## src/rtl/bit_write_arbiter_if.sv

```systemverilog
// Request/grant bus for bit_write_arbiter: per-requester bit writes in,
// shared register state and range-error status out.
interface bit_write_arbiter_if #(
    parameter int unsigned WIDTH = 8,
    parameter int unsigned NREQ  = 3,
    parameter int unsigned IDXW  = 4
);
    logic [NREQ-1:0]      req_valid;
    logic [NREQ-1:0]      req_ready;
    logic [NREQ*IDXW-1:0] req_idx;
    logic [NREQ-1:0]      req_val;
    logic [WIDTH-1:0]     thing;
    logic [2:0]           grant_id;
    logic                 err_oor;
    logic [7:0]           oor_count;

    modport master (
        output req_valid, req_idx, req_val,
        input  req_ready, thing, grant_id, err_oor, oor_count
    );

    modport slave (
        input  req_valid, req_idx, req_val,
        output req_ready, thing, grant_id, err_oor, oor_count
    );
endinterface

```

## src/rtl/bit_write_arbiter.sv

```systemverilog
// Round-robin arbiter granting one single-bit set/clear per cycle into a shared
// register; out-of-range indices are consumed, flagged and counted.
module bit_write_arbiter #(
    parameter int unsigned WIDTH = 8,
    parameter int unsigned NREQ  = 3,
    parameter int unsigned IDXW  = 4
) (
    input  logic                 clk,
    input  logic                 rst,
    bit_write_arbiter_if.slave   bus
);
    localparam int unsigned PTRW = 3;
    localparam int unsigned CNTW = 8;

    logic [PTRW-1:0]  r_ptr;
    logic [WIDTH-1:0] r_thing;
    logic [PTRW-1:0]  r_grant_id;
    logic             r_err_oor;
    logic [CNTW-1:0]  r_oor_count;

    logic [NREQ-1:0]  w_ready;
    logic             w_found;
    logic [PTRW-1:0]  w_gnt;
    logic [IDXW-1:0]  w_idx;
    logic             w_val;
    logic             w_in_range;
    logic [WIDTH-1:0] w_thing_nxt;
    logic [PTRW-1:0]  w_ptr_nxt;

    // Rotating search from r_ptr; first valid requester wins. Blocked during reset.
    always_comb begin
        w_ready = '0;
        w_found = 1'b0;
        w_gnt   = '0;
        w_idx   = '0;
        w_val   = 1'b0;
        for (int k = 0; k < NREQ; k++) begin
            for (int r = 0; r < NREQ; r++) begin
                if (!w_found && !rst && bus.req_valid[r] &&
                    ((32'(r_ptr) + 32'(k)) % NREQ) == 32'(r)) begin
                    w_found    = 1'b1;
                    w_ready[r] = 1'b1;
                    w_gnt      = PTRW'(r);
                    w_idx      = bus.req_idx[r*IDXW +: IDXW];
                    w_val      = bus.req_val[r];
                end
            end
        end
    end

    assign w_in_range = 32'(w_idx) < WIDTH;

    always_comb begin
        w_thing_nxt = r_thing;
        for (int b = 0; b < WIDTH; b++) begin
            if (w_found && w_in_range && 32'(w_idx) == 32'(b)) begin
                w_thing_nxt[b] = w_val;
            end
        end
    end

    assign w_ptr_nxt = (32'(w_gnt) == NREQ - 1) ? '0 : w_gnt + PTRW'(1);

    always_ff @(posedge clk) begin
        if (rst) begin
            r_ptr       <= '0;
            r_thing     <= '0;
            r_grant_id  <= '0;
            r_err_oor   <= 1'b0;
            r_oor_count <= '0;
        end else begin
            r_thing   <= w_thing_nxt;
            r_err_oor <= w_found && !w_in_range;
            if (w_found) begin
                r_ptr      <= w_ptr_nxt;
                r_grant_id <= w_gnt;
            end
            // Dropped writes saturate rather than wrap
            if (w_found && !w_in_range && r_oor_count != {CNTW{1'b1}}) begin
                r_oor_count <= r_oor_count + CNTW'(1);
            end
        end
    end

    assign bus.req_ready = w_ready;
    assign bus.thing     = r_thing;
    assign bus.grant_id  = r_grant_id;
    assign bus.err_oor   = r_err_oor;
    assign bus.oor_count = r_oor_count;
endmodule

```

## src/flat_wrapper.sv

```systemverilog
// flat-port wrapper written by rule: the top's interface ports become plain ports
module bit_write_arbiter_flat 
#(
    parameter int unsigned WIDTH = 8,
    parameter int unsigned NREQ  = 3,
    parameter int unsigned IDXW  = 4
)
  (clk, rst, bus_req_valid, bus_req_idx, bus_req_val, bus_req_ready, bus_thing, bus_grant_id, bus_err_oor, bus_oor_count);
  bit_write_arbiter_if #(.WIDTH(WIDTH), .NREQ(NREQ), .IDXW(IDXW)) bus_i ();
  input  logic clk;
  input  logic rst;
  input wire logic [$bits(bus_i.req_valid)-1:0] bus_req_valid;
  input wire logic [$bits(bus_i.req_idx)-1:0] bus_req_idx;
  input wire logic [$bits(bus_i.req_val)-1:0] bus_req_val;
  output wire logic [$bits(bus_i.req_ready)-1:0] bus_req_ready;
  output wire logic [$bits(bus_i.thing)-1:0] bus_thing;
  output wire logic [$bits(bus_i.grant_id)-1:0] bus_grant_id;
  output wire logic [$bits(bus_i.err_oor)-1:0] bus_err_oor;
  output wire logic [$bits(bus_i.oor_count)-1:0] bus_oor_count;
  assign bus_i.req_valid = bus_req_valid;
  assign bus_i.req_idx = bus_req_idx;
  assign bus_i.req_val = bus_req_val;
  assign bus_req_ready = bus_i.req_ready;
  assign bus_thing = bus_i.thing;
  assign bus_grant_id = bus_i.grant_id;
  assign bus_err_oor = bus_i.err_oor;
  assign bus_oor_count = bus_i.oor_count;
  bit_write_arbiter #(.WIDTH(WIDTH), .NREQ(NREQ), .IDXW(IDXW)) u_core (.clk(clk), .rst(rst), .bus(bus_i));
endmodule
```

## config.mk

```make
export PLATFORM = sky130hd
export DESIGN_NAME = bit_write_arbiter_flat
export DESIGN_NICKNAME = d
export VERILOG_FILES = /design/src/rtl/bit_write_arbiter_if.sv /design/src/rtl/bit_write_arbiter.sv /design/src/flat_wrapper.sv
export SDC_FILE = /design/constraint.sdc
export NUM_CORES = 1
export LEC_CHECK = 0
export BUFFER_PORTS_ARGS = -buffer_cell sky130_fd_sc_hd__buf_2
export CORE_AREA = 10 10 86 88
export CTS_BUF_LIST = sky130_fd_sc_hd__clkbuf_8
export DETAILED_ROUTE_END_ITERATION = 8
export DIE_AREA = 0 0 96 98
export GPL_ROUTABILITY_DRIVEN = 0
export PLACE_DENSITY = 0.7
export SLEW_MARGIN = 20
export SYNTH_ARGS = -nofsm -noshare
export SYNTH_HDL_FRONTEND = slang
export SYNTH_SLANG_ARGS = --single-unit
```

## constraint.sdc

```tcl
create_clock -name clk -period 17.2 [get_ports clk]
set_clock_uncertainty 0.2 [all_clocks]
set_input_delay 0 -clock clk [delete_from_list [all_inputs] [get_ports clk]]
set_output_delay 0 -clock clk [all_outputs]
set_load 0.05 [all_outputs]
```

== Word-level counts from Yosys, hierarchy flattened ==
Index checks and enable logic that the tools add are counted.

* Output and inout port bits: 23
* Flip-flop bits (word level): 23

* Equal/unequal tests: 15
* Reduce and logical (&&, ||, !) cells: 51
* Divide/modulo/power cells: 3
* Add/sub/neg operators: 4
* Order comparisons: 1
* Multiplexer cells: 44

{| class="wikitable"
|+ Operator list
! cell !! count
|-
| == test 32 x 1 -> 1 bit (second input constant) || 3
|-
| == test 32 x 2 -> 1 bit (second input constant) || 3
|-
| zero test 32 bit || 3
|-
| remainder unit 32 x 2 -> 32 bit (second input constant) || 2
|-
| logical AND 1 bit || 37
|-
| two-way mux 4 bit || 9
|-
| remainder unit 3 x 2 -> 32 bit (second input constant) || 1
|-
| two-way mux 1 bit || 27
|-
| == test 4 x 3 -> 1 bit (second input constant) || 4
|-
| two-way mux 2 bit || 7
|-
| zero test 1 bit || 10
|-
| adder 8 x 1 -> 8 bit (second input constant) || 1
|-
| == test 4 x 2 -> 1 bit (second input constant) || 2
|-
| != test 8 bit (second input constant) || 1
|-
| adder 3 x 1 -> 4 bit (second input constant) || 1
|-
| adder 3 x 2 -> 4 bit (second input constant) || 1
|-
| == test 4 x 1 -> 1 bit (second input constant) || 1
|-
| zero test 4 bit || 1
|-
| < comparator 4 bit (second input constant) || 1
|-
| adder 2 x 1 -> 3 bit (second input constant) || 1
|-
| two-way mux 3 bit || 1
|-
| == test 2 bit (second input constant) || 1
|}

== Depth between registers and ports, before layout ==
* Word-level depth: 48
* Mapped depth: 23
* Depth with buffers taken out: 20

== Worst setup path before layout ==
OpenSTA, ideal clock, no wires.

* Path type: register to register
* From: register u_core.r_ptr[0]
* To: register u_core.r_grant_id[0] (netlist: u_core.bus.grant_id[0])
* Data required time: 16,930 ps
* Stages on the path, launching flop included: 19
* Slack: 11,466 ps
* Arrival: 5,463 ps
* Path through: dfxtp_1 buf_2 buf_1 inv_1 ha_1 ha_1 ha_1 clkbuf_1 a211oi_1 a2111oi_4 ha_1 a221o_1 o21ai_0 a211oi_4 o211a_4 or2_2 o21ai_0 a21oi_1 nor2_1

* Word-level cells in the longest chain between the ends: 44
* Elaborated cells between the ends (all ways): 64

{| class="wikitable"
|+ Ends and longest elaborated chain
! what !! line !! source
|-
| start, declared || bit_write_arbiter.sv:15 || <nowiki>logic [PTRW-1:0] r_ptr;</nowiki>
|-
| start signal, assigned || bit_write_arbiter.sv:75 || <nowiki>r_ptr <= w_ptr_nxt;</nowiki>
|-
| branches (longest 44 deep; another with remainder unit 32 x 2 -> 32 bit) || n/a ||
|-
| end signal, assigned || bit_write_arbiter.sv:76 || <nowiki>r_grant_id <= w_gnt;</nowiki>
|-
| end, declared || bit_write_arbiter.sv:17 || <nowiki>logic [PTRW-1:0] r_grant_id;</nowiki>
|}

Several ways; the timed one is not identified.
A chain may end at the register's enable or synchronous reset.

== Worst setup path after layout ==
* From: register u_core.r_ptr[0]
* To: register u_core.r_thing[1] (netlist: u_core.bus.thing[1])

* Word-level cells in the longest chain between the ends: 47
* Elaborated cells between the ends (all ways): 78

{| class="wikitable"
|+ Ends and longest elaborated chain
! what !! line !! source
|-
| branches (longest 47 deep; another with remainder unit 32 x 2 -> 32 bit) || n/a ||
|-
| end signal, assigned || bit_write_arbiter.sv:72 || <nowiki>r_thing <= w_thing_nxt;</nowiki>
|-
| end, declared || bit_write_arbiter.sv:16 || <nowiki>logic [WIDTH-1:0] r_thing;</nowiki>
|}

Several ways; the timed one is not identified.

==> out/metrics.csv <==
metric,value,unit
status,"finished, final reports clean",
Max clock buf depth,2,
Clk pwr share,11.0,%
cell count after placement,461,
hold slack,15.7,ps
PortBufs,41,
fin cells,466,
Critical Path AT,6190,ps
VDD IR max,0.0833,mV
hold-fix buffer count after cts,1,
Final Hold Fails,0,
antenna violations before repair,0,
Placed Area,0.00301,mm²
share of layout cells above drive strength 1,16.6,%
worst hold path class,in2reg,
drc violations,0,
site row count,28,
CTS Sinks,22,
post-layout util,53.8,%
Seq pwr share,16.5,%
vias in the first global route,2763,
RSZ-0062 raised after global routing,false,
async set-reset flop share out of synthesis,0,%
DRT antenna net count,0,
"commonest non-fill, non-tap cell in the layout",buf_2,
P_int,0.204,mW
GRT Resource Usage Total,16.4,%
ys flop type,dfxtp_1,
Slew Limit Fails,0,
CTS tree,yes,
synthesized instance count,359,
worst-margin pin slew,875,ps
n_diodes,0,
drt total wl,7920,µm
"FF+latch count, synth",22,
CTS-repair resized insts,0,
Ys Warns,0,
Mapped Area,0.00278,mm²
Post-CTS Setup Inserts,0,
largest net degree at the start of global routing,28,
global route overflow,0,
num ports,43,
final setup vio count,0,
syn nets,399,
"Reg clk slew, reported paths",90,ps
achievable frequency,161,MHz
syn_area_per_cell,7.73,µm²
total negative slack,0,ps
vias per inst,6.35,
Worst Path Required,17160,ps
chip width,96,µm
Post-synth EDFFs,0,
die height,98,µm
H-Tree Depth,1,
switching share of total power,54.2,%
period utilization,36.2,%
CTS buffer count,3,
Critical Path End Type,flip-flop,
first-pass GRT wire length,13100,µm
area grow syn2layout,11.3,%
fillcell total,581,
total number of vias,2961,
Comb pwr share,72.5,%
Worst setup SP type,flip-flop,
CTS root buf,clkbuf_8,
sequential cell area fraction in the yosys report,15.9,%
Core Footprint,0.00575,mm²
Sw Pwr,0.242,mW
drt first pass iters,5,
synth unique cells,81,
die footprint,0.00941,mm²
"critical path fanouts, max",25,
Starting Density,48.3,%
Slew HR,41.6,%
final instance area,0.00309,mm²
Max Cap Viol,0,
Period minus WS final,6220,ps
P_leak,1.29,nW
Avg WL per Cell,17.0,µm
DR iter-0 viols,206,
NumNets Final,432,
worst skew pair latency,270,ps
HPWL after DPL,6190,µm
WS Path Type,reg2reg,
highest-count cells in the layout ignoring fill and taps,"buf_2, nor2_1, a21oi_1, dfxtp_1, ha_1",
power density over the cells,144,mW/mm²
[sequential cells by signal, summed over array words and instances, names as in the netlist]
signal and count:
u_core.bus.thing 8, u_core.bus.err_oor 1, u_core.bus.oor_count 8, u_core.r_ptr 3
u_core.bus.grant_id 2
[synthesized netlist by cell type (9+ instances only)]
master / instances / area, µm²
nor2_1: 34 / 128
nand4_1: 11 / 68.8
nor2b_1: 12 / 75.1
dfxtp_1: 22 / 440
nand3_1: 12 / 60.1
a31oi_1: 9 / 56.3
o21ai_0: 9 / 45.0
nor3_1: 10 / 50.1
ha_1: 20 / 250
a21oi_1: 22 / 110
inv_1: 19 / 71.3
nand2_1: 19 / 71.3
[worst paths after layout]
kind                            cells past startpoint                     end              startpoint  slack, ps
worst max-delay path                               18     u_core.bus.thing[1]         u_core.r_ptr[0]      10980
worst max register to register                     18     u_core.bus.thing[1]         u_core.r_ptr[0]      10980
worst min register to register                      2  u_core.bus.grant_id[0]  u_core.bus.grant_id[0]        310
worst min-delay path                                4     u_core.bus.thing[4]          bus_req_idx[0]         20
[logic make-up after synthesis]
| logic type | count (synthesis) | share of synthesized area (%) |
|---|---|---|
| and+or+nand+nor | 141 | 27.4 |
| muxes | 9 | 3.47 |
| xor gates and xnor gates | 14 | 4.69 |
| AOI/OAI and AO/OA | 117 | 34.0 |
| other | 1 | 0.135 |
| DFF | 22 | 15.9 |
| buffers and inverters | 35 | 5.41 |
| adders and majority gates | 20 | 9.01 |
[per-layer routing]
metal	vias to the layer above	wire [µm]	share of wire, %	track usage, %
met5	-	0	0	0
met4	0	114	1.4	4.09
met3	17	517	6.5	3.14
met2	122	3860	49	26.8
met1	1393	3420	43	21.4
li1	1429	-	-	-
[power groups by stage]
stage	logic [mW]	registers, mW	clock network (mW)
after floorplan	0.231	0.0999	0
after global placement	0.315	0.0741	0
after detailed placement	0.317	0.0745	0
after CTS	0.319	0.0734	0.0499
after global routing	0.355	0.0754	0.0519
final	0.323	0.0736	0.0491
[critical path, cell delays in order, from the launching register on]
cell and delay [ps]:
dfxtp_1 900, ha_1 350, xnor2_1 300, nor2_1 190, ha_1 270, ha_1 290
inv_1 220, nor2_1 100, a2111oi_4 430, ha_1 420, a221o_1 280, nor4_1 70
o221a_1 310, a31oi_1 480, o221ai_1 300, a221oi_2 320, a21boi_2 260, nand3_1 100
mux2_1 320
[cell type report]
type	instances	area, µm²	share of cell area (%)
clock inverter	1	30.0	0.972
multi-input combinational	302	2190	70.8
inverter	20	75.1	2.43
sequential	22	440	14.3
timing repair buffer	43	223	7.21
clock buffer	3	41.3	1.34
tap	75	93.8	3.04
[metrics by stage]
stage / total power [mW] / setup slack [ps]
finish: 0.445 / 10980
CTS: 0.443 / 11070
detailed placement: 0.392 / 11090
floorplan: 0.331 / 11470
global placement: 0.389 / 11210
global route: 0.483 / 10530
Note: power is estimated with default switching activity, not from simulation.
